`config.mk`:
```
export PLATFORM = sky130hd
export DESIGN_NAME = fp_addsub_seq
export DESIGN_NICKNAME = d
export VERILOG_FILES = /design/src/rtl/fp_addsub_seq.sv
export SDC_FILE = /design/constraint.sdc
export NUM_CORES = 1
export LEC_CHECK = 0
export BUFFER_PORTS_ARGS = -buffer_cell sky130_fd_sc_hd__buf_4
export CAP_MARGIN = 5
export CORE_MARGIN = 3
export CORE_UTILIZATION = 42
export CTS_CLUSTER_SIZE = 28
export DETAILED_ROUTE_END_ITERATION = 7
export SETUP_SLACK_MARGIN = 0.2
export SLEW_MARGIN = 0
export SYNTH_ARGS = -nofsm -noshare
export SYNTH_HDL_FRONTEND = slang
export SYNTH_SLANG_ARGS = --single-unit
```
`constraint.sdc`:
```
create_clock -name clk -period 12.5 [get_ports clk]
set_input_delay 0.625 -clock clk [delete_from_list [all_inputs] [get_ports clk]]
set_output_delay 0.625 -clock clk [all_outputs]
set_load 0.1 [all_outputs]
```
`src/rtl/fp_addsub_seq.sv`:
```
// Multi-cycle parametrised floating-point adder/subtractor with start/done handshake.
// Optional status flags output enabled by defining FP_ADDSUB_FLAGS_EN.
module fp_addsub_seq #(
    parameter int unsigned EXP_W = 8,
    parameter int unsigned MAN_W = 23
) (
    input  logic                   clk,
    input  logic                   reset,
    input  logic                   start,
    input  logic                   op,
    input  logic [EXP_W+MAN_W:0]   a,
    input  logic [EXP_W+MAN_W:0]   b,
    output logic                   busy,
    output logic                   done,
    output logic [EXP_W+MAN_W:0]   result
`ifdef FP_ADDSUB_FLAGS_EN
    ,
    output logic [3:0]             flags
`endif
);

    localparam int unsigned W    = 1 + EXP_W + MAN_W;
    localparam int unsigned ExtW = MAN_W + 4;
    localparam logic [EXP_W-1:0] ExpMax   = '1;
    localparam logic [EXP_W:0]   ExpOne   = 1;
    localparam logic [MAN_W-1:0] QNanFrac = {1'b1, {(MAN_W-1){1'b0}}};

    typedef enum logic [2:0] {
        StIdle, StSpecial, StAlign, StAdd, StNorm, StRound, StDone
    } state_e;

    state_e            state_q;
    logic [W-1:0]      a_q, b_q;
    logic              op_q, sign_q, sub_q;
    logic [EXP_W:0]    exp_q;
    logic [ExtW:0]     mx_q;
    logic [ExtW-1:0]   my_q;

    logic              sa, sb;
    logic [EXP_W-1:0]  ea, eb;
    logic [MAN_W-1:0]  fa, fb;
    logic              a_nan, b_nan, a_inf, b_inf, a_zero, b_zero, spec_nan, is_special;
    logic [W-1:0]      spec_res;

    assign sa = a_q[W-1];
    assign sb = b_q[W-1] ^ op_q;
    assign ea = a_q[W-2:MAN_W];
    assign eb = b_q[W-2:MAN_W];
    assign fa = a_q[MAN_W-1:0];
    assign fb = b_q[MAN_W-1:0];

    // Denormals (exp==0) count as zero.
    assign a_nan  = (ea == ExpMax) && (fa != '0);
    assign b_nan  = (eb == ExpMax) && (fb != '0);
    assign a_inf  = (ea == ExpMax) && (fa == '0);
    assign b_inf  = (eb == ExpMax) && (fb == '0);
    assign a_zero = (ea == '0);
    assign b_zero = (eb == '0);
    assign spec_nan   = a_nan | b_nan | (a_inf & b_inf & (sa ^ sb));
    assign is_special = spec_nan | a_inf | b_inf | a_zero | b_zero;

    always_comb begin
        spec_res = '0;
        if (spec_nan)             spec_res = {1'b0, ExpMax, QNanFrac};
        else if (a_inf)           spec_res = {sa, a_q[W-2:0]};
        else if (b_inf)           spec_res = {sb, b_q[W-2:0]};
        else if (a_zero && b_zero) spec_res = {sa & sb, {(W-1){1'b0}}};
        else if (a_zero)          spec_res = {sb, b_q[W-2:0]};
        else if (b_zero)          spec_res = {sa, a_q[W-2:0]};
    end

    logic              a_ge, sx, sy, y_lost;
    logic [EXP_W-1:0]  ex, ey, d;
    logic [ExtW-1:0]   x_ext, y_ext, y_sh, y_al;

    assign a_ge  = a_q[W-2:0] >= b_q[W-2:0];
    assign sx    = a_ge ? sa : sb;
    assign sy    = a_ge ? sb : sa;
    assign ex    = a_ge ? ea : eb;
    assign ey    = a_ge ? eb : ea;
    assign x_ext = {1'b1, (a_ge ? fa : fb), 3'b000};
    assign y_ext = {1'b1, (a_ge ? fb : fa), 3'b000};
    assign d     = ex - ey;
    assign y_sh  = y_ext >> d;
    assign y_lost = |(y_ext & ~({ExtW{1'b1}} << d));
    // Far-apart operands collapse to a lone sticky bit.
    assign y_al  = (int'(d) >= int'(MAN_W) + 3) ? {{(ExtW-1){1'b0}}, 1'b1}
                                                : {y_sh[ExtW-1:1], y_sh[0] | y_lost};

    logic [ExtW:0] sum;
    assign sum = sub_q ? (mx_q - {1'b0, my_q}) : (mx_q + {1'b0, my_q});

    logic [MAN_W:0]   keep;
    logic [MAN_W-1:0] frac_r;
    logic             g, r, s, inc, rnd_carry, ovf;
    logic [EXP_W:0]   exp_r;
    logic [W-1:0]     rnd_res;

    assign keep      = mx_q[ExtW-1:3];
    assign g         = mx_q[2];
    assign r         = mx_q[1];
    assign s         = mx_q[0];
    assign inc       = g & (r | s | keep[0]);
    assign rnd_carry = (&keep) & inc;
    assign frac_r    = keep[MAN_W-1:0] + {{(MAN_W-1){1'b0}}, inc};
    assign exp_r     = exp_q + {{EXP_W{1'b0}}, rnd_carry};
    assign ovf       = exp_r >= {1'b0, ExpMax};
    assign rnd_res   = ovf ? {sign_q, ExpMax, {MAN_W{1'b0}}}
                           : {sign_q, exp_r[EXP_W-1:0], frac_r};

    always_ff @(posedge clk) begin
        if (reset) begin
            state_q <= StIdle;
            busy    <= 1'b0;
            done    <= 1'b0;
            result  <= '0;
`ifdef FP_ADDSUB_FLAGS_EN
            flags   <= 4'b0000;
`endif
        end else begin
            unique case (state_q)
                StIdle: begin
                    if (start) begin
                        a_q     <= a;
                        b_q     <= b;
                        op_q    <= op;
                        busy    <= 1'b1;
                        state_q <= StSpecial;
                    end
                end
                StSpecial: begin
                    if (is_special) begin
                        result  <= spec_res;
`ifdef FP_ADDSUB_FLAGS_EN
                        flags   <= {spec_nan, 3'b000};
`endif
                        busy    <= 1'b0;
                        done    <= 1'b1;
                        state_q <= StDone;
                    end else begin
                        state_q <= StAlign;
                    end
                end
                StAlign: begin
                    sign_q  <= sx;
                    sub_q   <= sx ^ sy;
                    exp_q   <= {1'b0, ex};
                    mx_q    <= {1'b0, x_ext};
                    my_q    <= y_al;
                    state_q <= StAdd;
                end
                StAdd: begin
                    if (sum == '0) begin
                        result  <= '0;
`ifdef FP_ADDSUB_FLAGS_EN
                        flags   <= 4'b0000;
`endif
                        busy    <= 1'b0;
                        done    <= 1'b1;
                        state_q <= StDone;
                    end else begin
                        mx_q    <= sum;
                        state_q <= StNorm;
                    end
                end
                StNorm: begin
                    if (mx_q[ExtW]) begin
                        mx_q    <= {1'b0, mx_q[ExtW:2], mx_q[1] | mx_q[0]};
                        exp_q   <= exp_q + ExpOne;
                        state_q <= StRound;
                    end else if (mx_q[ExtW-1]) begin
                        state_q <= StRound;
                    end else if (exp_q == ExpOne) begin
                        result  <= {sign_q, {(W-1){1'b0}}};
`ifdef FP_ADDSUB_FLAGS_EN
                        flags   <= 4'b0011;
`endif
                        busy    <= 1'b0;
                        done    <= 1'b1;
                        state_q <= StDone;
                    end else begin
                        mx_q    <= mx_q << 1;
                        exp_q   <= exp_q - ExpOne;
                    end
                end
                StRound: begin
                    result  <= rnd_res;
`ifdef FP_ADDSUB_FLAGS_EN
                    flags   <= {1'b0, ovf, 1'b0, g | r | s | ovf};
`endif
                    busy    <= 1'b0;
                    done    <= 1'b1;
                    state_q <= StDone;
                end
                StDone: begin
                    done    <= 1'b0;
                    state_q <= StIdle;
                end
                default: state_q <= StIdle;
            endcase
        end
    end

endmodule

```
==> qor.yml <==
synth:
  netlist_instances: 1575
  synth_warn: 0
  netlist-cell-type-count: 87
  ys_async_sr_fraction: 0
  synth_edf_count: 131
  synth.yosys.seq_area_share: 0.339
  synth.cell_area_um2: 13800
  syn-mean-instance-area_um2: 8.75
  syn_nets: 1711
  ys_dominant_reg_cell: "sky130_fd_sc_hd__edfxtp_1"
  synth-seq-cells: 168
global_route:
  grt_pass1_vias: 12100
  global_route.overflow_total: 0
  grt_pass1_wl_um: 74500
  grt_util_all_layers: 0.274
  grt_max_degree: 71
  grt_antenna_before_repair: 1
clock_network:
  cts_hold_buffers: 0
  cts_made_buffers: 17
  clock_tree.buffer_depth: 2
  numClockSinks: 168
  clkLatencyLatePin_ns: 0.45
  tritoncts: "built"
  cts.repair_timing.setup_buffer_count: 0
  clock-root-buffer: "sky130_fd_sc_hd__clkbuf_16"
  cts-resized-gates: 0
  clkTransAtPathRegs_ns: 0.07
  clock_tree.htree_level_count: 4
layout:
  syn_to_final_growth_pct: 11.7
  finish.instance_area_um2: 15400
  n_fill_cell: 3115
  mostFrequentLayoutCells: "189 x sky130_fd_sc_hd__nor2_1, 135 x sky130_fd_sc_hd__a21oi_1, 131 x sky130_fd_sc_hd__edfxtp_1, 117 x sky130_fd_sc_hd__nand2_1, 117 x sky130_fd_sc_hd__buf_4"
  multi_input_comb_area_um2: 8450
  area_taken_by_flip_flops_and_latches_um2: 4670
  nets: 1745
  leading_cell_type_in_the_layout_fill_and_taps_excluded: "sky130_fd_sc_hd__nor2_1"
  share_of_final_layout_standard_cells_stronger_than_drive_strength_1: 0.155
  num_antenna_cells: 0
floorplan:
  core.rowCount: 65
  chipWidth_um: 187
  design.core.area_um2: 32000
  die_area_um2: 35000
  die_y_um: 187
  initial_utilization: 0.431
  io_pins: 102
sta:
  final-setup-viol-count: 0
  rsz0062_at_grt: "no"
  timing_worst_slew_pin_value_ns: 1.13
  relative_slew_slack: 0.244
  layout_min_cycle_time_ns: 6.47
  finalHoldViolCount: 0
  fin_skew_ns: 0.0201
  final-max-slew-violation-count: 0
  total_negative_slack_ns: 0
  max_clk_rate_mhz: 155
  period_share: 0.518
worst_setup_path:
  timing.critical_path.from_type: "register"
  critical_path_cell_with_the_highest_stage_delay: "sky130_fd_sc_hd__clkinv_1"
  worst-path-max-fanout: 36
  critPathMaxStageDelay_ns: 0.80
  worst_ep_arrival_time_ns: 6.64
  worst_setup_end_kind: "register"
  crit_type: "reg -> reg"
  worstPathRequired_ns: 12.66
  worst_path_most_repeated_cell: "sky130_fd_sc_hd__buf_4"
  crit_path_cell_trace: "inv_1 -> ha_1 -> buf_4 -> nand4_1 -> nor4_2 -> a221oi_2 -> nand3_1 -> nor2_2 -> buf_4 -> nor2_1 -> a21oi_1 -> ha_1 -> buf_4 -> clkinv_1 -> a311oi_1 -> a221o_1 -> a211oi_1 -> o21ai_0 -> nand4_1 -> nor4b_1 -> nand4b_1"
route:
  detail_route.wirelength_um: 49200
  wire_per_inst_um: 23.9
  drcViolationCount: 0
  vias_per_cell: 6.36
  dr.pass1.iters: 6
  first_iter_violations: 1755
  routed-via-count: 13100
  drt.antenna.violating_nets: 0
placed_design:
  dpl-instance-area_um2: 14800
  place.detailed.hpwl_um: 37600
  port-buffer-count: 101
  place.gp.congestion: 0.953
power:
  highest_ir_drop_seen_on_vdd_uv: 112
  power.density_nw_per_um2: 115
  cellLeakagePower_nw: 5.62
outcome:
  outcome: "finished, final reports clean"
worst_hold_path:
  hp-class: "in -> reg"
flow_run:
  timing.max_cap.violations: 0
==> worst max-delay path: cells and delay by family (launching register included) <==
family,cells,cell delay [ns]
buf+inv,5,1.94
flops,1,0.48
fa+ha+maj,2,0.42
simple gates,8,1.80
compound gates,6,1.52
==> final cells by class <==
class,instances,area share
clock inverters,11,0.00723
well taps,435,0.0354
inverters,70,0.0171
repair buffers,117,0.0571
multi-input cells,1235,0.549
flip-flops and latches,168,0.304
clock buffers,21,0.0306
==> through the flow <==
step                hold WS (ns)  worst slack (ns)  std cells   util  power (mW)
global route               0.331              5.53       2057  0.482        1.84
finish                     0.353              6.03       2057  0.482        1.77
CTS                        0.338              6.15       2057  0.482        1.76
global placement           0.477              6.33       2025  0.463        1.23
floorplan                  0.519              4.81       1575      -        1.07
detailed placement         0.481              6.18       2025  0.463        1.23
==> final timing paths <==
| kind | start | endpoint | slack, ns | depth (start not counted) |
|---|---|---|---|---|
| max reg2reg | b_q[23]$_DFFE_PP_ | my_q[0]$_SDFFCE_PP1P_ | 6.03 | 21 |
| min reg2reg | done$_SDFFE_PP0P_ | done$_SDFFE_PP0P_ | 0.49 | 2 |
| min | b[31] | b_q[31]$_DFFE_PP_ | 0.35 | 1 |
| max | b_q[23]$_DFFE_PP_ | my_q[0]$_SDFFCE_PP1P_ | 6.03 | 21 |
==> logic make-up after synthesis <==
group                      synth area share
AOI/OAI and AO/OA                     0.234
xor gates and xnor gates             0.0502
adders and majority gates            0.0630
buffers and inverters                0.0504
DFF                                   0.339
muxes                                0.0497
and+or+nand+nor                       0.213
==> state kept, by name, summed over array words and instances (netlist names), 3 cells and up <==
signal,cells
a_q,32
b_q,32
exp_q,9
mx_q,28
my_q,27
result,32
state_q,3
==> Yosys cell counts, types with 12 or more instances <==
cell / count / area share
sky130_fd_sc_hd__nor4_1: 23 / 0.010
sky130_fd_sc_hd__nor2_1: 189 / 0.051
sky130_fd_sc_hd__a21o_1: 17 / 0.0093
sky130_fd_sc_hd__nor3_1: 41 / 0.015
sky130_fd_sc_hd__a22oi_1: 39 / 0.021
sky130_fd_sc_hd__a221oi_1: 14 / 0.0089
sky130_fd_sc_hd__xnor2_1: 51 / 0.032
sky130_fd_sc_hd__a211oi_1: 15 / 0.0082
sky130_fd_sc_hd__a21oi_1: 135 / 0.049
sky130_fd_sc_hd__clkbuf_1: 75 / 0.020
sky130_fd_sc_hd__o31ai_1: 13 / 0.0071
sky130_fd_sc_hd__mux2i_1: 28 / 0.020
sky130_fd_sc_hd__nand3_1: 45 / 0.016
sky130_fd_sc_hd__edfxtp_1: 131 / 0.29
sky130_fd_sc_hd__o211ai_1: 18 / 0.0098
sky130_fd_sc_hd__buf_1: 12 / 0.0033
sky130_fd_sc_hd__dfxtp_1: 37 / 0.054
sky130_fd_sc_hd__nand2_1: 118 / 0.032
sky130_fd_sc_hd__ha_1: 67 / 0.061
sky130_fd_sc_hd__nor3_2: 27 / 0.020
sky130_fd_sc_hd__nand4_1: 30 / 0.014
sky130_fd_sc_hd__mux4_2: 14 / 0.023
sky130_fd_sc_hd__xor2_1: 28 / 0.018
sky130_fd_sc_hd__o21ai_0: 62 / 0.023
sky130_fd_sc_hd__inv_1: 69 / 0.019
sky130_fd_sc_hd__o221a_2: 32 / 0.026
sky130_fd_sc_hd__and3_1: 19 / 0.0086
==> layer usage <==
metal,vias up,routed length [um],track usage
met5,-,0,0
met4,0,1380,0.0765
li1,6073,-,-
met3,73,4030,0.0558
met1,6285,22100,0.394
met2,643,21700,0.417
==> where the power goes <==
group | leakage, nW | switching [mW] | internal (mW)
Clock | 0.283 | 0.242 | 0.295
Sequential | 1.54 | 0.0414 | 0.637
Combinational | 3.79 | 0.368 | 0.186
No activity file was read; power rests on OpenSTA's default activity.
